`src/rtl/muldiv_unit.sv`:
```
`default_nettype none
// ============================================================================
// Module      : muldiv_unit
// Description : Iterative unsigned multiply/divide execution unit. Shift-add
//               multiply and restoring divide, one iteration per clock,
//               WIDTH iterations per operation, start/busy/done handshake.
// Revision    : 1.0 - initial release
// ----------------------------------------------------------------------------
// Ports
//   clock    in   rising-edge clock
//   reset_L  in   asynchronous active-low reset
//   start    in   operation request, sampled only while idle
//   abort    in   kills an in-flight operation (pipeline flush)
//   op       in   00 MUL low, 01 MULHU high, 10 DIVU quotient, 11 REMU rem
//   A        in   multiplicand / dividend
//   B        in   multiplier / divisor
//   rd_in    in   destination register index, captured with the operands
//   busy     out  high while calculating and during the done cycle
//   done     out  one-cycle result-valid pulse
//   result   out  write-back value, held until the next completed operation
//   rd_out   out  captured rd_in, aligned with result
// ============================================================================
module muldiv_unit #(
  parameter int WIDTH = 32
) (
  input  logic             clock,
  input  logic             reset_L,
  input  logic             start,
  input  logic             abort,
  input  logic [1:0]       op,
  input  logic [WIDTH-1:0] A,
  input  logic [WIDTH-1:0] B,
  input  logic [4:0]       rd_in,
  output logic             busy,
  output logic             done,
  output logic [WIDTH-1:0] result,
  output logic [4:0]       rd_out
);

  localparam int c_cnt_w = (WIDTH > 1) ? $clog2(WIDTH) : 1;
  localparam logic [c_cnt_w-1:0] c_last = c_cnt_w'(WIDTH - 1);

  typedef enum logic [1:0] {
    IDLE = 2'd0,
    CALC = 2'd1,
    DONE = 2'd2
  } state_t;

  state_t             r_state;
  logic [c_cnt_w-1:0] r_cnt;
  logic [1:0]         r_op;
  logic [4:0]         r_rd;
  // Multiplicand for MUL/MULHU, divisor for DIVU/REMU.
  logic [WIDTH-1:0]   r_opnd;
  // The 2*WIDTH accumulator is split into two halves shared by both ops:
  //   multiply: {r_hi, r_lo} is the product register; r_lo starts as the
  //             multiplier and shifts right, product bits enter at its top.
  //   divide:   r_hi is the partial remainder; r_lo starts as the dividend
  //             and shifts left, quotient bits enter at its bottom.
  logic [WIDTH-1:0]   r_hi;
  logic [WIDTH-1:0]   r_lo;

  logic [WIDTH:0]     w_sum;
  logic [WIDTH:0]     w_shift;
  logic [WIDTH:0]     w_diff;
  logic               w_borrow;
  logic [WIDTH-1:0]   w_hi_nxt;
  logic [WIDTH-1:0]   w_lo_nxt;

  // One iteration of the selected algorithm.
  always_comb begin
    w_sum    = '0;
    w_shift  = '0;
    w_diff   = '0;
    w_borrow = 1'b0;
    w_hi_nxt = r_hi;
    w_lo_nxt = r_lo;
    if (!r_op[1]) begin
      // Shift-add: add multiplicand into the high half when the current
      // multiplier LSB is set, then shift the whole product right by one.
      w_sum    = {1'b0, r_hi} + (r_lo[0] ? {1'b0, r_opnd} : {(WIDTH+1){1'b0}});
      w_hi_nxt = w_sum[WIDTH:1];
      w_lo_nxt = {w_sum[0], r_lo[WIDTH-1:1]};
    end else begin
      // Restoring step: bring in the next dividend bit, trial-subtract.
      // While the remainder stays below the divisor the shifted value is
      // below 2*divisor, so the top bit of the WIDTH+1 bit difference is
      // exactly the borrow. With a zero divisor nothing ever borrows, which
      // naturally yields an all-ones quotient and remainder equal to A.
      w_shift  = {r_hi, r_lo[WIDTH-1]};
      w_diff   = w_shift - {1'b0, r_opnd};
      w_borrow = w_diff[WIDTH];
      w_hi_nxt = w_borrow ? w_shift[WIDTH-1:0] : w_diff[WIDTH-1:0];
      w_lo_nxt = {r_lo[WIDTH-2:0], ~w_borrow};
    end
  end

  always_ff @(posedge clock or negedge reset_L) begin
    if (!reset_L) begin
      r_state <= IDLE;
      r_cnt   <= '0;
      r_op    <= 2'b00;
      r_rd    <= 5'd0;
      r_opnd  <= '0;
      r_hi    <= '0;
      r_lo    <= '0;
      busy    <= 1'b0;
      done    <= 1'b0;
      result  <= '0;
      rd_out  <= 5'd0;
    end else begin
      done <= 1'b0;
      case (r_state)
        IDLE: begin
          if (start && !abort) begin
            r_op    <= op;
            r_rd    <= rd_in;
            r_opnd  <= op[1] ? B : A;
            r_lo    <= op[1] ? A : B;
            r_hi    <= '0;
            r_cnt   <= '0;
            r_state <= CALC;
            busy    <= 1'b1;
          end
        end

        CALC: begin
          // Abort wins even on the final iteration: a flushed operation
          // must never write back.
          if (abort) begin
            r_state <= IDLE;
            r_cnt   <= '0;
            busy    <= 1'b0;
          end else begin
            r_hi <= w_hi_nxt;
            r_lo <= w_lo_nxt;
            if (r_cnt == c_last) begin
              r_cnt   <= '0;
              // op[0] selects the upper half: MULHU high word, REMU remainder.
              result  <= r_op[0] ? w_hi_nxt : w_lo_nxt;
              rd_out  <= r_rd;
              done    <= 1'b1;
              r_state <= DONE;
            end else begin
              r_cnt <= r_cnt + 1'b1;
            end
          end
        end

        DONE: begin
          r_state <= IDLE;
          busy    <= 1'b0;
        end

        default: begin
          r_state <= IDLE;
          busy    <= 1'b0;
        end
      endcase
    end
  end

endmodule
`default_nettype wire

```
`config.mk`:
```
export PLATFORM = sky130hd
export DESIGN_NAME = muldiv_unit
export DESIGN_NICKNAME = d
export VERILOG_FILES = /design/src/rtl/muldiv_unit.sv
export SDC_FILE = /design/constraint.sdc
export NUM_CORES = 1
export LEC_CHECK = 0
export ABC_CLOCK_PERIOD_IN_PS = 3500
export CAP_MARGIN = 30
export CORE_UTILIZATION = 40
export DETAILED_ROUTE_END_ITERATION = 16
export GPL_ROUTABILITY_DRIVEN = 0
export PLACE_DENSITY_LB_ADDON = 0.1
export SYNTH_ARGS = -nofsm -noshare
export SYNTH_HDL_FRONTEND = slang
export SYNTH_SLANG_ARGS = --single-unit
```
`constraint.sdc`:
```
create_clock -name clock -period 3.5 [get_ports clock]
set_input_delay 0.7 -clock clock [delete_from_list [all_inputs] [get_ports clock]]
set_output_delay 0.7 -clock clock [all_outputs]
set_load 0.02 [all_outputs]
```
# == Yosys cells after proc, flatten, opt, wreduce, memory -nomap -nowiden ==
# Cells that the tools add are included.
# op_classes
eq_ne,6
reduce_logical,10
bitwise,2
n_mux,27
add_sub_neg,3
# op_table
cell,count
$mux W32,11
$pmux W32 S2,2
$add A32 B32 Y33,1
$sub A33 B32 Y33,1
$mux W5,3
$pmux W5 S2,1
$reduce_and A2 Y1,4
$mux W2,3
$ne A2 B2 Y1 const B,3
$reduce_and A3 Y1,2
$add A5 B1 Y5 const B,1
$eq A5 B5 Y1 const B,1
$mux W1,5
$pmux W2 S2,1
$ne A3 B3 Y1 const B,1
$eq A2 B1 Y1 const B,1
$logic_not A2 Y1,1
$not A1 Y1,2
$pmux W1 S2,1
$reduce_bool A2 Y1,1
$logic_and A1 B1 Y1,1
$logic_not A1 Y1,1
# word_totals
input_bits,75
ff_bits,149
word_cells,59
output_inout_bits,39

# == Depth between registers and ports, before layout ==
# Gate-level depths: netlist of the first run.
# depth
depth_word,5
depth_mapped,14
depth_no_buf,13

# == Worst setup path before layout of the first run ==
# OpenSTA, ideal clock, no wires.
# synth_timing
kind,register to register
from,register r_lo[31]
to,register result[12]
period_less_slack_ns,3.210
n_path_buf,1
stages_incl_launch_ff,15
arrival_ns,3.069
slack_ns,0.290
setup_time_ns,0.141
t_required_ns,3.359
path_cell_list,dfrtp_1 -> inv_1 -> ha_1 -> inv_1 -> fa_1 -> a21oi_1 -> o2bb2ai_1 -> o41ai_2 -> nor3b_2 -> o32ai_1 -> a31oi_4 -> buf_4 -> mux2_1 -> mux2i_1 -> a31oi_1
# synth_between
elab_chain_cells,4
# synth_rtl
element,line,rtl
"start, declared",61,logic [WIDTH-1:0] r_lo;
"start signal, assigned",119,r_lo <= op[1] ? A : B;
"start signal, assigned",136,r_lo <= w_lo_nxt;
$sub A33 B32 Y33,91,"w_diff = w_shift - {1'b0, r_opnd};"
$mux W32,93,w_hi_nxt = w_borrow ? w_shift[WIDTH-1:0] : w_diff[WIDTH-1:0];
$mux W32,78,if (!r_op[1]) begin
$mux W32,140,result <= r_op[0] ? w_hi_nxt : w_lo_nxt;
"end signal, assigned",140,
"end, declared",36,"output logic [WIDTH-1:0] result,"
# Every way passes these cells.
# A chain may end at the register's enable or synchronous reset.

# == Worst setup path after layout of the first run ==
# layout_timing
from,register r_hi[14]
to,register result[21]
# layout_between
elab_chain_cells,4
elab_cells_between_ends,5
classes_between,add/sub: 2; mux: 3
# layout_rtl
element,line,rtl
"start, declared",60,logic [WIDTH-1:0] r_hi;
"start signal, assigned",135,r_hi <= w_hi_nxt;
$sub A33 B32 Y33,91,
$mux W32,93,
$mux W32 *,78,
$mux W32 *,140,
# Every way passes the cells marked *; elsewhere a longest branch is shown, timed or not.

==> results of run 1 <==
==> where the power goes <==
| part | leakage (nW) | internal, mW | total [mW] | switching, mW |
|---|---|---|---|---|
| Clock | 0.303 | 1.21 | 1.99 | 0.786 |
| Sequential | 1.95 | 2.08 | 2.60 | 0.520 |
| Combinational | 4.49 | 3.12 | 7.05 | 3.93 |
| Total | 6.75 | 6.40 | 11.6 | 5.24 |
==> routing by layer <==
metal,wire (um),GRT usage (%)
met5,0,0
met1,20060,41.71
met4,348,4.971
met2,16470,37.40
met3,3171,5.285
==> critical path: cells and delay by family (launching register included) <==
family                     cells  cell delay (ns)
DFF                            1             0.48
AOI/OAI and AO/OA              5             1.02
muxes                          1             0.28
adders and majority gates      1             0.44
and+or+nand+nor                3             0.79
buffers and inverters          2             0.29
==> cell families (layout without fill, tap and decap cells) <==
group                    Yosys count  after routing  share of synthesized area [%]
AND/OR/NAND/NOR                  442            442                          17.42
multiplexers                     136            136                          12.02
adder cells (fa/ha/maj)           68             68                          7.345
XOR/XNOR                          49             49                          3.641
AO/OA/AOI/OAI                    435            435                          23.53
buffers and inverters            135            281                          4.416
flip-flops                       149            149                          31.63
==> layout make-up <==
class	instances	area (um2)
timing repair buffer	195	1914
inverter	54	202.7
sequential	149	3732
fill	2766	14140
multi-input combinational	1130	7757
clock inverter	13	197.7
clock buffer	19	432.9
tap	384	480.5
==> stage by stage <==
| stage | hold slack [ns] | instance area [um2] |
|---|---|---|
| after CTS | 0.2918 | 14580 |
| after detailed placement | 0.4560 | 13720 |
| after global routing | 0.3015 | 14720 |
| after floorplan | 0.4044 | 11790 |
| final | 0.2588 | 14720 |
| after global placement | 0.4476 | 13710 |
==> sequential cells by signal, indices dropped and copies added (netlist names) <==
register	count
r_lo	32
r_rd	5
r_op	2
done	1
r_cnt	5
rd_out	5
r_opnd	32
r_hi	32
busy	1
r_state	2
result	32
==> worst max path at each step <==
stage / cells past startpoint / endpoint / startpoint
2_1_floorplan: 14 / result[12]$_DFFE_PN0P_ / r_lo[31]$_DFFE_PN0P_
3_3_place_gp: 15 / result[9]$_DFFE_PN0P_ / r_lo[31]$_DFFE_PN0P_
3_5_place_dp: 15 / result[17]$_DFFE_PN0P_ / r_lo[31]$_DFFE_PN0P_
4_1_cts: 15 / result[17]$_DFFE_PN0P_ / r_lo[31]$_DFFE_PN0P_
5_1_grt: 15 / result[21]$_DFFE_PN0P_ / r_lo[31]$_DFFE_PN0P_
6_report: 12 / result[21]$_DFFE_PN0P_ / r_hi[14]$_DFFE_PN0P_
==> timing repair <==
item,in CTS,in global routing
pin swaps,9,13
endpoints found under the setup margin,10,63
buffers inserted,11,2
cloned,1,0
gates resized for setup,16,30
==> placed cells by master, fill, tap and decap left out, types with 6 or more instances in the layout <==
cell,instances
nand4_1,11
xnor2_1,31
a21oi_1,95
o21ai_0,130
ha_1,63
buf_12,11
buf_4,69
nor2_1,88
clkbuf_16,17
o31ai_1,11
a22o_1,17
or3_1,6
inv_1,51
a221o_1,8
o21ai_1,10
and3_1,14
a211oi_1,24
nor2b_1,19
o211ai_1,13
and2_1,40
nand3_1,22
nand2_1,191
xor2_1,17
a21o_1,29
dfrtp_1,146
clkdlybuf4s50_1,111
o21bai_1,9
a31oi_1,11
mux2i_2,6
mux2_2,32
nor3_1,13
nand2b_1,12
mux2i_1,94
==> impl_results.md, run 1 <==
- Vias: 11.11k
- Number of synthesized flops with an enable pin: 0
- Total global routing overflow: 0
- DRT iter0 DRCs: 897
- Overall Power: 11.64 mW
- Max Slew Vio Count: 0
- # setup viols final: 0
- Drt drc: 0
- Syn-to-layout area delta: 24.86%
- CTS root buf: clkbuf_16
- Worst-margin pin slew: 0.8465 ns
- Worst-path clk slew: approximately 0.070 ns
- Layout Utilization: 51.00%
- Dpl cells: 1899
- Starting density of the core: 40.85%
- Max IR drop VDD: 0.0003661 V
- Share of cells above drive strength 1: 13.27%
- GRT Resource Usage Total: 26.63%
- First-pass GRT wire length: 62.00 mm
- H-tree depth: 4
- Clock sink count: 149
- Fin Setup TNS: 0 ns
- Reg2Reg Setup Slack: 0.07 ns
- Die area: just over 0.03 mm2
- Placement Setup Slack: -0.03062 ns
- Post-DP HPWL: around 30 mm
- Count leader, synth: nand2_1
- CP arrival: 3.73 ns
- WL final: between 40 and 50 mm
- Startpoint Class: flop
- First-pass DRT Iterations: 6
- # Max-Cap Violations: 0
- Largest cells by area after synthesis: dfrtp_1, mux2i_1, ha_1
- Final non-filler cell total: 1944
- Antenna viol nets, final: 0
- Mapped cell area: 0.01179 mm2
- Yosys top cell area share: approximately a third
- Row count: 62
- Largest net degree at the start of global routing: 79
- Synth warn: 0
- Final hold violation count: 0
- Die W: 173.7 um
- Final setup margin: 0.07366 ns
- Worst path cell trace: ha_2 > nand2_2 > o21ai_4 > nand2b_1 > o22ai_2 > or3_4 > a31oi_4 > buf_12 > buf_12 > mux2i_1 > a21oi_1 > a221o_1
- Skew final: 0.01520 ns
- Min cycle time layout: 3.426 ns
- Die H: about 170 um
- Commonest cells post-synth: nand2_1, dfrtp_1, o21ai_0
- Sequential-to-total area share from yosys stat: 31.63%
- Vias in the first global route: around 10k
- Worst Path Required: 3.80 ns
- CP Max Fanout: 8
- Yosys reg bits: ~150
- Synth area leader: dfrtp_1
- Routed WL per cell: around 21 um
- Cell Pwr Density: ~790 mW/mm2
- Async S/R FF share, synth: 100.0%
- RSZ-0062 raised after global routing: yes
- Mean Syn Cell Area: 8.336 um2
- Initial antenna violation count: 0
- IO buf count: roughly 110
- Cells after synthesis: approximately 1.4k
- Fmax: approximately 0.3 GHz
- Max clock buf depth: 2
- Prevailing post-synth register cell: dfrtp_1
- CP max stage delay: between 0.4 and 0.5 ns
- Clk Latency, worst-skew pair: ~0.43 ns
- Critical setup path kind: flop to flop
- Hold Buf Count CTS: 0
- Critical path endpoint category: flop
- Cts bufs inserted: 17
- CTS tree: built
- Status: completed
- Cells on worst reg2reg path: 12
- Final worst-path cycle share: 97.90%
- Ant. Diodes: 0
- Most frequent CP cell: buf_12
- Placeable Area: slightly below 0.03 mm2
- Top Ports: 114
- Critical-path top delay cell: dfrtp_1
- Final #Nets: 1690
- Leak: 6.746 nW
- Worst r2r dst: result[21]$_DFFE_PN0P_
- Routed vias/inst: between 5 and 6
- Post-synth cell types: 75
- Net count of the mapped netlist: 1557
- HP Class: input pin to asynchronous set/reset pin
- Slew Limit Headroom: 43.57%
- Worst R2R Start: r_hi[14]$_DFFE_PN0P_
(Power assumes the default switching activity.)
==> inputs of run 2 (changes only) <==
--- a/config.mk
+++ b/config.mk
@@ -5,9 +5,10 @@
 export SDC_FILE = /design/constraint.sdc
 export NUM_CORES = 1
 export LEC_CHECK = 0
-export ABC_CLOCK_PERIOD_IN_PS = 3500
+export ABC_CLOCK_PERIOD_IN_PS = 3900
 export CAP_MARGIN = 30
 export CORE_UTILIZATION = 40
+export CTS_BUF_LIST = sky130_fd_sc_hd__clkbuf_16
 export DETAILED_ROUTE_END_ITERATION = 16
 export GPL_ROUTABILITY_DRIVEN = 0
 export PLACE_DENSITY_LB_ADDON = 0.1
==> constraint.sdc (replaced) <==
create_clock -name clock -period 3.9 [get_ports clock]
set_input_delay 0.78 -clock clock [delete_from_list [all_inputs] [get_ports clock]]
set_output_delay 0.78 -clock clock [all_outputs]
set_load 0.02 [all_outputs]
==> impl_results.md, run 2 (synthesis gave the netlist of run 1 again) <==
- Status: completed
- Reg2Reg Setup Slack: between 0.2 and 0.3 ns
- RSZ-0062 raised after global routing: no
- Skew final: 0.01604 ns
- Vias: 10.96k
- Top Ports: approximately 110
- Critical path endpoint category: flop
- Hold Buf Count CTS: 0
- Most frequent CP cell: inv_1
- Most common cell after layout, fill and taps aside: nand2_1
- Syn-to-layout area delta: 19.79%
- Final worst-path cycle share: 93.05%
- Largest net degree at the start of global routing: 66
- Cells on worst reg2reg path: 14
- # Max-Cap Violations: 0
- Die area: 0.03016 mm2
- Worst path cell trace: inv_1 > ha_1 > inv_1 > fa_1 > a21oi_1 > o2bb2ai_1 > o41ai_2 > nor3b_2 > o32ai_1 > a31oi_4 > buf_12 > mux2i_1 > a211oi_1 > a221o_1
- CP delay by family, top: compound AO/OA/AOI/OAI gates
- Min Hold Slack: 0.3197 ns
- Max Slew Vio Count: 0
- Final #Nets: 1653
- Row count: 62
- CP Max Fanout: 26
- CP max stage delay: around 0.47 ns
- Vias in the first global route: 10.62k
- Die H: 173.7 um
- Worst-margin pin slew: 0.9425 ns
- Most frequent cells in the layout: nand2_1, dfrtp_1, o21ai_0
- Ant. Diodes: 0
- # setup viols final: 0
- Starting density of the core: roughly two fifths
- Routed wl met3: 3.345 mm
- Net Switching: 4.460 mW
- CTS root buf: clkbuf_16
- Fmax: approximately 0.28 GHz
- Cell Pwr Density: 678.6 mW/mm2
- Post-DP HPWL: ~30 mm
- Gate power share: approximately 57%
- Drt drc: 0
- Setup bufs post-CTS: 0
- Clock sink count: 149
- Worst r2r dst: result[22]$_DFFE_PN0P_
- Critical setup path kind: flop to flop
- Leak: 6.503 nW
- DRT iter0 DRCs: 928
- Buffers and inverters on the worst path: 3
- Worst Path Required: 4.21 ns
- M1 wire length: 19.79 mm
- Overall Power: 9.581 mW
- Initial antenna violation count: 0
- Routed vias/inst: approximately 5.7
- First-pass DRT Iterations: 7
- IO buf count: 113
- HP Class: input pin to asynchronous set/reset pin
- CTS tree: built
- Worst R2R Start: r_lo[31]$_DFFE_PN0P_
- Sw frac: 46.55%
- Die W: 173.7 um
- Clock power frac: 18.6%
- First-pass GRT wire length: 62.19 mm
- H-tree depth: 4
- Share of cells above drive strength 1: approximately 8.8%
- WL final: 39.67 mm
- Min cycle time layout: roughly 3.6 ns
- Worst-path clk slew: 0.07 ns
- Antenna viol nets, final: 0
- Startpoint Class: flop
- Critical-path top delay cell: fa_1
- Highest routed layer: met4
- Slew Limit Headroom: 36.50%
- Max IR drop VDD: 0.0003225 V
- Final hold violation count: 0
- Cts bufs inserted: 17
- CTS resizes: 0
- Total global routing overflow: 0
- WL met2: roughly 16 mm
- Placeable Area: slightly below 0.03 mm2
- Fin Setup TNS: 0 ns
- Flop pwr share: between 20 and 25%
- Clk Latency, worst-skew pair: 0.44 ns
- Max clock buf depth: 2
- CP arrival: 3.94 ns
- GRT Resource Usage Total: a little over a quarter
- Routed WL per cell: 20.80 um
- Int Pwr: 5.121 mW
==> run 2: changes by cell type in the layout (fill, tap and decap cells not counted), sizes merged <==
cell      before  now
buf           84   47
bufinv         4    3
clkinv         6    2
clkbuf        19   17
clkinvlp       1    2
inv           56   62
==> run 2: power by group through the flow <==
stage	clock (mW)	sequential [mW]	combinational, mW
2_1_floorplan	0	2.12	3.90
3_3_place_gp	0	2.35	5.32
3_5_place_dp	0	2.35	5.32
4_1_cts	1.79	2.32	5.36
5_1_grt	1.86	2.38	6.00
6_report	1.78	2.35	5.45
==> run 2: area by class of cell <==
class,count,area [um2]
clock buffer,17,425.4
clock inverter,15,191.4
fill,2861,14740
inverter,54,202.7
multi-input combinational,1130,7560
sequential,149,3730
tap,384,480.5
timing repair buffer,158,1530
==> run 2: metrics by stage <==
| step | instances | setup slack (ns) | area (um2) | util [%] |
|---|---|---|---|---|
| after floorplan | 1414 | 0.6897 | 11790 | - |
| after global placement | 1875 | 0.3578 | 13500 | 46.79 |
| after detailed placement | 1875 | 0.3118 | 13500 | 46.79 |
| after CTS | 1907 | 0.2884 | 14120 | 48.93 |
| after global routing | 1907 | 0.009313 | 14120 | 48.93 |
| final | 1907 | 0.2711 | 14120 | 48.93 |
==> run 2: worst max-delay path by stage <==
stage	slack, ns	start	to	cells after the start
finish	0.27	r_lo[31]$_DFFE_PN0P_	result[22]$_DFFE_PN0P_	14
global route	0.009	r_lo[31]$_DFFE_PN0P_	result[22]$_DFFE_PN0P_	14
detailed placement	0.31	r_lo[31]$_DFFE_PN0P_	result[22]$_DFFE_PN0P_	14
CTS	0.29	r_lo[31]$_DFFE_PN0P_	result[22]$_DFFE_PN0P_	14
global placement	0.36	r_lo[31]$_DFFE_PN0P_	r_hi[18]$_DFFE_PN0P_	14
floorplan	0.69	r_lo[31]$_DFFE_PN0P_	result[12]$_DFFE_PN0P_	14
==> run 2: metal layers <==
metal	vias up	GRT usage, %
met5	-	0
met4	0	4.642
met3	22	7.018
met2	367	37.30
met1	5272	40.75
li1	5303	-
